===== src/rtl/ifu_pkg.sv =====
// Shared constants and payload types for the instruction fetch unit.
package ifu_pkg;

  localparam int unsigned XLEN      = 64;
  localparam int unsigned ILEN      = 32;
  localparam int unsigned BUF_DEPTH = 2;
  localparam int unsigned CNT_W     = 2;
  localparam int unsigned OCC_W     = CNT_W + 1;

  localparam logic [XLEN-1:0] RESET_PC_DEF = 64'h0000_0000_8000_0000;
  localparam logic [ILEN-1:0] NOP_INSTR    = 32'h0000_0013;

  localparam logic [0:0] ST_RUN  = 1'b0;
  localparam logic [0:0] ST_HALT = 1'b1;

  typedef struct packed {
    logic [XLEN-1:0] pc;
    logic [ILEN-1:0] instr;
  } fetch_entry_t;

endpackage


===== src/rtl/ifu_queue.sv =====
// Two-entry instruction queue; the head lives in registers that drive decode directly.
module ifu_queue
  import ifu_pkg::*;
(
  input  logic               clk,
  input  logic               rst,
  input  logic               push,
  input  logic               pop,
  input  logic               clear,
  input  fetch_entry_t       push_entry,
  output logic               head_valid,
  output fetch_entry_t       head,
  output logic [XLEN-1:0]    head_snxt_pc,
  output logic [CNT_W-1:0]   count
);

  fetch_entry_t tail_q;

  // Head/tail shift structure; snxt is computed whenever the head is reloaded.
  always_ff @(posedge clk) begin
    if (rst) begin
      count        <= '0;
      head_valid   <= 1'b0;
      head         <= '0;
      head_snxt_pc <= '0;
      tail_q       <= '0;
    end else if (clear) begin
      count      <= '0;
      head_valid <= 1'b0;
    end else begin
      case ({push, pop})
        2'b10: begin
          if (count == '0) begin
            head         <= push_entry;
            head_snxt_pc <= push_entry.pc + 64'd4;
          end else begin
            tail_q <= push_entry;
          end
          count      <= count + CNT_W'(1);
          head_valid <= 1'b1;
        end
        2'b01: begin
          head         <= tail_q;
          head_snxt_pc <= tail_q.pc + 64'd4;
          count        <= count - CNT_W'(1);
          head_valid   <= (count == CNT_W'(2));
        end
        2'b11: begin
          if (count == CNT_W'(1)) begin
            head         <= push_entry;
            head_snxt_pc <= push_entry.pc + 64'd4;
          end else begin
            head         <= tail_q;
            head_snxt_pc <= tail_q.pc + 64'd4;
            tail_q       <= push_entry;
          end
        end
        default: ;
      endcase
    end
  end

endmodule


===== src/rtl/ifu.sv =====
// Instruction fetch stage: owns the PC, issues in-order word fetches and feeds decode
// from a 2-entry queue, discarding stale responses after a redirect.
module ifu
  import ifu_pkg::*;
#(
  parameter logic [XLEN-1:0] RESET_PC = RESET_PC_DEF
) (
  input  logic             clk,
  input  logic             rst,
  input  logic             hazard_stall,
  input  logic             redirect_en,
  input  logic [XLEN-1:0]  redirect_pc,
  input  logic             halt,
  output logic             imem_req_valid,
  input  logic             imem_req_ready,
  output logic [XLEN-1:0]  imem_req_addr,
  input  logic             imem_resp_valid,
  input  logic [ILEN-1:0]  imem_resp_data,
  output logic             ifu_valid,
  output logic [ILEN-1:0]  ifu_instr,
  output logic [XLEN-1:0]  ifu_pc,
  output logic [XLEN-1:0]  ifu_snxt_pc
);

  logic [0:0]       state;
  logic [0:0]       state_nxt;
  logic [XLEN-1:0]  pc;
  logic [XLEN-1:0]  resp_pc;
  logic [XLEN-1:0]  redirect_tgt;
  logic [CNT_W-1:0] inflight;
  logic [CNT_W-1:0] drop_cnt;
  logic [CNT_W-1:0] count;
  logic [OCC_W-1:0] occupancy;
  logic             head_valid;
  logic             pop;
  logic             push;
  logic             resp_drop;
  logic             req_fire;
  fetch_entry_t     head;
  fetch_entry_t     push_entry;

  assign redirect_tgt = redirect_pc & ~64'd3;

  assign pop       = head_valid & ~hazard_stall & ~redirect_en;
  assign resp_drop = imem_resp_valid & (drop_cnt != '0);
  assign push      = imem_resp_valid & (drop_cnt == '0) & ~redirect_en;

  // A head leaving this cycle frees its slot, which keeps 1 instr/cycle with 1-cycle memory.
  assign occupancy      = OCC_W'(inflight) + OCC_W'(count) - OCC_W'(pop);
  assign imem_req_valid = ~rst & (state == ST_RUN) & ~redirect_en
                          & (occupancy < OCC_W'(BUF_DEPTH));
  assign imem_req_addr  = pc;
  assign req_fire       = imem_req_valid & imem_req_ready;

  // Responses return in order, so the next kept response always belongs to resp_pc.
  assign push_entry = '{pc: resp_pc, instr: imem_resp_data};

  always_ff @(posedge clk) begin
    if (rst) begin
      state <= ST_RUN;
    end else begin
      state <= state_nxt;
    end
  end

  always_comb begin
    state_nxt = state;
    case (state)
      ST_RUN:  if (halt) state_nxt = ST_HALT;
      ST_HALT: if (redirect_en || !halt) state_nxt = ST_RUN;
      default: state_nxt = ST_RUN;
    endcase
  end

  // PC, outstanding-request and drop bookkeeping; redirect overrides everything else.
  always_ff @(posedge clk) begin
    if (rst) begin
      pc       <= RESET_PC;
      resp_pc  <= RESET_PC;
      inflight <= '0;
      drop_cnt <= '0;
    end else begin
      inflight <= inflight + CNT_W'(req_fire) - CNT_W'(imem_resp_valid);
      if (redirect_en) begin
        pc       <= redirect_tgt;
        resp_pc  <= redirect_tgt;
        drop_cnt <= inflight - CNT_W'(imem_resp_valid);
      end else begin
        if (req_fire)  pc       <= pc + 64'd4;
        if (push)      resp_pc  <= resp_pc + 64'd4;
        if (resp_drop) drop_cnt <= drop_cnt - CNT_W'(1);
      end
    end
  end

  ifu_queue u_queue (
    .clk          (clk),
    .rst          (rst),
    .push         (push),
    .pop          (pop),
    .clear        (redirect_en),
    .push_entry   (push_entry),
    .head_valid   (head_valid),
    .head         (head),
    .head_snxt_pc (ifu_snxt_pc),
    .count        (count)
  );

  assign ifu_valid = head_valid;
  assign ifu_instr = head.instr;
  assign ifu_pc    = head.pc;

  a_occupancy: assert property (@(posedge clk) disable iff (rst)
    (OCC_W'(inflight) + OCC_W'(count)) <= OCC_W'(BUF_DEPTH));

endmodule

===== config.mk =====
export PLATFORM = sky130hd
export DESIGN_NAME = ifu
export DESIGN_NICKNAME = d
export VERILOG_FILES = /design/src/rtl/ifu_pkg.sv /design/src/rtl/ifu_queue.sv /design/src/rtl/ifu.sv
export SDC_FILE = /design/constraint.sdc
export NUM_CORES = 1
export LEC_CHECK = 0
export CELL_PAD_IN_SITES_DETAIL_PLACEMENT = 0
export CELL_PAD_IN_SITES_GLOBAL_PLACEMENT = 1
export CORE_UTILIZATION = 36
export DETAILED_ROUTE_END_ITERATION = 16
export GPL_TIMING_DRIVEN = 0
export PLACE_DENSITY = 0.86
export SETUP_SLACK_MARGIN = 0.02
export SKIP_LAST_GASP = 1
export SLEW_MARGIN = 20
export SYNTH_ARGS = -nofsm -noshare
export SYNTH_HDL_FRONTEND = slang
export SYNTH_SLANG_ARGS = --single-unit
export TNS_END_PERCENT = 5

===== constraint.sdc =====
create_clock -name clk -period 4.43 [get_ports clk]
set_input_delay 0.886 -clock clk [delete_from_list [all_inputs] [get_ports clk]]
set_output_delay 0.886 -clock clk [all_outputs]
set_load 0.05 [all_outputs]

Yosys cells after proc, flatten, opt, wreduce, memory -nomap -nowiden
Cells that the tools add are included.
Widths: inputs -> output; s select.

storage, ports and cells
  logic and storage cells = 81
  register bits after elaboration = 392
  bits of input ports = 103

cells by class
  add/subtract/negate cells = 11
  magnitude comparators = 1
  reductions and logical operators = 14
  bitwise gates (word level) = 13
  eq/ne operators = 8
  muxes and demuxes = 20

operator list
  kind                   count
  $mux 64                6
  $mux 96                4
  $pmux 96 s3            1
  $add 64x3->64 const B  3
  $pmux 64 s3            1
  $pmux 96 s2            1
  $reduce_bool 2->1      6
  $and 1x1->1            9
  $eq 2x2->1 const B     3
  $eq 2x1->1 const B     2
  $logic_not 2->1        2
  $mux 2                 2
  $ne 2x2->1 const B     2
  $not 1->1              4
  $pmux 1 s2             2
  $pmux 2 s2             1
  $reduce_and 4->1       1
  $sub 2x1->2            2
  $sub 2x1->2 const B    2
  $add 2x2->3            1
  $lt 3x2->1 const B     1
  $reduce_and 3->1       1
  $reduce_bool 3->1      1
  $sub 3x1->3            1
  7 further kinds        8

Longest topological paths before layout
Gate-level depths: netlist (run 1).

  depth after elaboration = 9
  depth in mapped cells = 16
  gate-level depth less buffers = 12

Cells and area by module
From an unflattened synthesis (run 1), not the netlist that was laid out.

second synthesis, totals
  cells, all modules = 2563
  area, all modules = 20310.7 um^2

modules (own cells, without submodules)
  module     area an instance (um^2)  sequential area each (um^2)  times used  cells an instance
  ifu_queue  12410.7                  5144.9                       1           1553
  ifu        7900.1                   2582.5                       1           1010

Worst setup path after synthesis (run 1)
No wires, ideal clock.

  kind = input -> register
  start point = input port redirect_en
  end point = register inflight[0]
  buffers on the path = 4
  stages = 15
  arrival time = 4.301 ns
  slack = 0.002 ns
  required time = 4.303 ns
  path through = clkbuf_1 -> nor3b_1 -> ha_1 -> nand2b_1 -> fa_1 -> xnor2_1 -> and4b_1 -> clkbuf_1 -> inv_1 -> clkbuf_1 -> clkbuf_1 -> ha_1 -> inv_1 -> ha_1 -> nor2b_1

on the way
  word-level cells in the longest chain between the ends = 8
  elaborated cells between the ends (all ways) = 9
  classes of those cells = add/sub: 3; order compare: 1; bitwise: 5

ends and longest elaborated chain
  what                          line       RTL
  start, declared               ifu.sv:11  input logic redirect_en,
  $not 1->1 (no source line) *  -
  $and 1x1->1                   ifu.sv:44  assign pop = head_valid & ~hazard_stall & ~redirect_en;
  $sub 3x1->3                   ifu.sv:49  assign occupancy = OCC_W'(inflight) + OCC_W'(count) - OCC_W'(pop);
  $lt 3x2->1                    ifu.sv:51  & (occupancy < OCC_W'(BUF_DEPTH));
  $and 1x1->1 *                 ifu.sv:51
  $and 1x1->1 *                 ifu.sv:53  assign req_fire = imem_req_valid & imem_req_ready;
  $add 2x1->2 *                 ifu.sv:83  inflight <= inflight + CNT_W'(req_fire) - CNT_W'(imem_resp_valid);
  $sub 2x1->2 *                 ifu.sv:83
  end signal, assigned          ifu.sv:83
  end, declared                 ifu.sv:30  logic [CNT_W-1:0] inflight;

Every way passes the cells marked *; elsewhere a longest branch is shown, timed or not.
A chain may end at the register's enable or synchronous reset.

Worst setup path after layout (run 1)
  start point = input port hazard_stall
  end point = output port imem_req_valid

on the way
  word-level cells in the longest chain between the ends = 6

ends and longest elaborated chain
  what                      line       RTL
  start, declared           ifu.sv:10  input logic hazard_stall,
  $not 1->1                 ifu.sv:44
  $and 1x1->1 (2 in a row)  ifu.sv:44
  $sub 3x1->3               ifu.sv:49
  $lt 3x2->1                ifu.sv:51
  $and 1x1->1               ifu.sv:51
  end, declared             ifu.sv:14  output logic imem_req_valid,

Every way passes these cells.

==> impl_metrics.ini, run 1 <==
[synth]
ys_warn_count = 0
ys_types = 81
async_reset_ff_frac = 0
synth_edf_count = 0
yosysTopAreaCellShare = 0.386
synthTopCellsByArea = dfxtp_1, nand2_1, a221oi_1, nor2_1, a21oi_1
synth_top_cell_by_area = dfxtp_1
synth-seq-cells = 382
synthCells = 2568
syn_area_sq_um = 19800
yosysSeqAreaShare = 0.386
synth_flop_cell = dfxtp_1
avgSynthCellArea_sq_um = 7.71

[grt]
grt_pass1_wl_um = 132000
gr-usage-met2 = 0.478
grt_usage = 0.313
grt_max_degree = 13
gr-max-usage-layer = met2
use_met1 = 0.438
grt_pass1_vias = 20500
grt_overflow = 0
grtUsageMet3 = 0.0430
antenna_found_initial = 4

[detailed_routing]
first_pass_iters = 6
drc_errors = 0
routed_wl_um = 90400
routedWlPerCell_um = 24.7
drtAntennaViolNets = 0
vias_per_cell = 5.95
first_iter_violations = 2590
via_count = 21800

[layout]
final_util = 0.470
final_nets = 3056
fin_area_sq_um = 25400
most-common-layout-cells = dfxtp_1, nand2_1, clkdlybuf4s50_1
final_common_cell = dfxtp_1
seq_area_sq_um = 7650
multiInputGateArea_sq_um = 11000
nFillCells = 5389
area_growth_syn_to_layout_pct = 28.2
drive_gt1_frac = 0.0539

[sta]
max_slew_margin = 0.242
rsz0062_at_grt = false
period_minus_slack_ps = 4300
period_share = 0.971
fin_skew_ps = 24.6
whs_ps = 455
setup_violations = 0
hold_viol = 0
tightest_slew_ps = 1140
drv_slew = 0
max_freq_mhz = 232

[die]
rows = 85
fp.dieArea_sq_um = 55900
die_h_um = 237
core_area_sq_um = 54000
die_w_um = 237
pin_count = 329
initial_core_util = 0.366

[worst_setup_path]
regToRegStartpoint = drop_cnt[0]
r2r-end = u_queue.tail_q[86]
critPathArrivalTime_ps = 3420
r2r_slack_ps = 540
r2r_cells = 14
crit_type = in2out
crit_required_ps = 3540
worstPathMaxFanout = 2
startpoint_type = input pin
worstSetupEndpointType = primary output

[cts]
cts_tree = built
numCtsBuffers = 44
htreeDepth = 2
numClockSinks = 382
holdBufCountCts = 0
clk_pin_slew_ps = 60
ctsLongestPathBuffers = 3
worst_skew_pair.late_latency_ps = 590
cts_root_buf = clkbuf_16

[hold_path]
min_path_cells = 2
min-delay-start = u_queue.tail_q[25]
hold_class = reg2reg
hold_end = u_queue.tail_q[25]

[flow_run]
cap_violations = 0

[outcome]
status = finished, final reports clean

[placement]
portBuffers = 318
place_area_sq_um = 23900
hpwlAfterDp_um = 69800
gp_congestion = 0.962

[power_and_ir_drop]
peakVddDrop_mv = 0.234
p_per_area_nw_per_um2 = 364
leakage_nw = 8.51
-- cell usage after synthesis (13+ instances only) --
| master | count |
|---|---|
| buf_2 | 20 |
| nor3_1 | 171 |
| nor4_1 | 50 |
| nand3_1 | 80 |
| a221oi_1 | 125 |
| or4_1 | 13 |
| inv_1 | 35 |
| a311oi_1 | 17 |
| nor2_1 | 248 |
| clkbuf_1 | 193 |
| o31a_1 | 15 |
| or3_1 | 21 |
| ha_1 | 16 |
| a211oi_1 | 23 |
| xor2_1 | 62 |
| o21a_1 | 15 |
| o21ai_0 | 104 |
| a21oi_1 | 171 |
| a31oi_1 | 39 |
| buf_1 | 21 |
| xnor2_1 | 79 |
| nand2_1 | 375 |
| and4_1 | 28 |
| and3_1 | 37 |
| nand4_1 | 67 |
| a21boi_0 | 14 |
| and2_1 | 19 |
| dfxtp_1 | 382 |
-- critical path, stage by stage --
cell	delay, ps
clkdlybuf4s50_1	490
nor3b_4	230
ha_1	250
nand2b_1	150
fa_1	490
nor2b_1	170
and3b_1	230
clkdlybuf4s15_1	520
-- power by group --
group          switching [W]  internal [W]
registers           0.000185       0.00362
clock network        0.00156       0.00217
logic                0.00115      0.000556
-- per-stage QoR --
stage                     worst slack, ps  setup TNS, ps  instances  power [W]
final                                 126              0       3664    0.00924
after global routing                 73.3              0       3664    0.00952
after CTS                            -127          -1330       3662    0.00924
after detailed placement            -1480        -240760       3587    0.00555
after global placement              -1420        -221700       3587    0.00553
after floorplan                       237              0       2573    0.00484
-- layer usage --
metal  vias up  part of all wire
met1     10500              0.44
met4         0             0.044
met3       188             0.081
met2      1170              0.44
met5         -                 0
li1       9997                 -
-- worst max path at each step --
stage	start	end	cells past startpoint
global route	hazard_stall	imem_req_valid	8
global placement	redirect_en	u_queue.head_snxt_pc[48]	14
CTS	hazard_stall	imem_req_valid	8
detailed placement	redirect_en	u_queue.head_snxt_pc[48]	14
floorplan	redirect_en	inflight[0]	15
finish	hazard_stall	imem_req_valid	8
-- sequential cells by signal (all words and copies together), names as in the netlist --
register,flops
drop_cnt,2
imem_req_addr,62
inflight,2
resp_pc,62
state,1
u_queue.count,2
u_queue.head,94
u_queue.head_snxt_pc,62
u_queue.head_valid,1
u_queue.tail_q,94
-- final cells by class --
cell class                 count  area share
antenna                        1   0.0000986
buffer                       247      0.0412
clock buffer                  65      0.0521
clock inverter                12     0.00473
inverter                      36     0.00532
multi-input combinational   1906       0.435
sequential                   382       0.301
tap                          696      0.0343
timing repair buffer         319       0.126
-- repair_timing --
| action | CTS | global route |
|---|---|---|
| buffers inserted | 0 | 1 |
| endpoints found under the setup margin | 243 | 237 |
| pin swaps | 0 | 1 |
| gates resized for setup | 11 | 23 |
-- cell families (layout without fill, tap and decap cells) --
family / after synthesis / in the layout / synth area share
DFF: 382 / 382 / 0.386
buffers and inverters: 285 / 679 / 0.0589
AOI/OAI and AO/OA: 574 / 574 / 0.193
muxes: 19 / 19 / 0.0102
xor gates and xnor gates: 141 / 141 / 0.0624
other: 1 / 7 / 0.000189
and+or+nand+nor: 1149 / 1149 / 0.278
adders and majority gates: 17 / 17 / 0.0111
Power figures use the tool's default switching activity.
==> run 2, diff against run 1 <==
- HOLD_SLACK_MARGIN: not set -> 0.12
- SLEW_MARGIN: 20 -> not set
==> run 2 against run 1 <==
  * The flow now finishes with violations (negative setup slack)
  * Cell area is 0.37% higher
  * Clock skew fell by 11 ps
  * Maximum frequency decreased by 6.1%
  * Combinational power about the same
  * Sequential share of layout area fell by 0.11 points
  * Hold slack improved by 1.6 ps
  * Count of clock-buffer cells in the layout down 6
  * Largest power group is now the clock network
==> impl_metrics.ini, run 2 (same netlist as run 1, synthesis figures left out) <==
[outcome]
status = finished, violations left
violations = negative setup slack

[placement]
gp_congestion = 0.962
pre_cts_ws_ps = -1460
hpwlAfterDp_um = 69800
portBuffers = 318
place_area_sq_um = 23900
place_inst = 3587

[sta]
max_slew_margin = 0.140
drv_slew = 0
fin_ws_ps = -153
setup_violations = 17
rsz0062_at_grt = true
period_minus_slack_ps = 4580
fin_skew_ps = 13.9
tightest_slew_ps = 1280
period_share = 1.03
max_freq_mhz = 218
hold_viol = 0

[layout]
most-common-layout-cells = dfxtp_1, nand2_1, clkdlybuf4s50_1
final_common_cell = dfxtp_1
fin_area_sq_um = 25500
top_regs = u_queue.head (94), u_queue.tail_q (94)
final_util = 0.472
area_growth_syn_to_layout_pct = 28.7
final_nets = 3056
drive_gt1_frac = 0.0549
stdcell_count = 3667

[cts]
cts_root_buf = clkbuf_16
numCtsBuffers = 44
htreeDepth = 2
holdBufCountCts = 0
clk_pin_slew_ps = 60
worst_skew_pair.late_latency_ps = 570
cts_tree = built
ctsLongestPathBuffers = 3
numClockSinks = 382

[die]
die_h_um = 237
core_area_sq_um = 54000
fp.dieArea_sq_um = 55900
initial_core_util = 0.366
die_w_um = 237
pin_count = 329
rows = 85

[power_and_ir_drop]
pwr-share-clk = 0.419
pwr-share-comb = 0.180
power.switching_w = 0.00290
total_power_w = 0.00948
peakVddDrop_mv = 0.206
p_int_w = 0.00658
leakage_nw = 8.55
pwr-share-seq = 0.401
p_per_area_nw_per_um2 = 372
p_sw_frac = 0.306

[detailed_routing]
via_count = 21800
drtAntennaViolNets = 0
vias_per_cell = 5.94
first_pass_iters = 6
routedWlPerCell_um = 24.6
first_iter_violations = 2586
routed_wl_um = 90400
drc_errors = 0

[grt]
grt_usage = 0.313
antenna_found_initial = 1
grt_pass1_vias = 20500
grt_pass1_wl_um = 132000
grt_overflow = 0
grt_max_degree = 15

[worst_setup_path]
crit_type = in2reg
crit_path_end = u_queue.head[93]
r2r-end = u_queue.head[93]
r2r_cells = 14
worstSetupEndpointType = flip-flop
critPathArrivalTime_ps = 5080
startpoint_type = input pin
crit_required_ps = 4930
worstPathMaxFanout = 10
r2r_slack_ps = 300
regToRegStartpoint = drop_cnt[0]
critPathLaunch = imem_resp_valid

[hold_path]
hold_class = reg2reg
min_path_cells = 2

[flow_run]
cap_violations = 0
==> run 2: changes by cell type in the layout (fill, tap and decap cells not counted), moves of 2 or more <==
cell	before	now
clkbuf_8	13	9
clkbuf_1	183	181
clkinvlp_4	1	5
bufinv_16	2	7
buf_2	22	20
clkbuf_2	16	18
==> run 2: final cells by class <==
class	count	area, sq um
clock inverters	21	297
well taps	696	871
inverters	36	135
fillers	5382	28600
clock buffers	59	1260
repair buffers	319	3190
plain buffers	247	1040
multi-input cells	1906	11000
diodes	1	2.50
flip-flops and latches	382	7650
==> run 2: per-layer routing <==
| layer | vias to the layer above | GRT usage | part of all wire |
|---|---|---|---|
| met1 | 10500 | 0.437 | 0.44 |
| li1 | 9990 | - | - |
| met3 | 180 | 0.0398 | 0.081 |
| met2 | 1118 | 0.489 | 0.44 |
| met5 | - | 0 | 0 |
| met4 | 0 | 0.119 | 0.038 |
==> run 2: worst min-delay path by stage <==
stage | to | from | slack [ps]
after CTS | u_queue.tail_q[25] | u_queue.tail_q[25] | 460
final | u_queue.tail_q[25] | u_queue.tail_q[25] | 460
after floorplan | u_queue.tail_q[0] | u_queue.tail_q[0] | 440
after global routing | u_queue.tail_q[5] | u_queue.tail_q[5] | 470
after detailed placement | u_queue.tail_q[25] | u_queue.tail_q[25] | 450
after global placement | u_queue.tail_q[28] | u_queue.tail_q[28] | 440
==> run 2: repair_timing <==
item | CTS | global route
pin swaps | 0 | 1
setup buffers | 0 | 1
resized for setup | 12 | 22
cloned | 0 | 0
endpoints found under the setup margin | 253 | 207
==> run 2: through the flow <==
stage               hold slack, ps  TNS (ps)
finish                         456      -831
floorplan                      436         0
global placement               442   -221700
detailed placement             447   -241270
global route                   472     -3310
CTS                            455     -1080
==> run 2: power by group through the flow <==
stage          Clock, W  Combinational (W)  Sequential, W
3_5_place_dp          0            0.00168        0.00387
3_3_place_gp          0            0.00166        0.00387
4_1_cts         0.00401            0.00169        0.00380
5_1_grt         0.00414            0.00179        0.00382
6_report        0.00397            0.00171        0.00381
2_1_floorplan         0           0.000613        0.00423
==> run 2: critical path, cell delays in order <==
cell and delay, ps:
clkdlybuf4s50_1 620, and2_1 170, clkbuf_1 290, clkbuf_1 460, nand2_1 230, inv_1 130
ha_1 250, nand2_1 120, nand2_1 100, clkbuf_1 660, clkbuf_1 620, a221oi_1 340
nor3_1 190
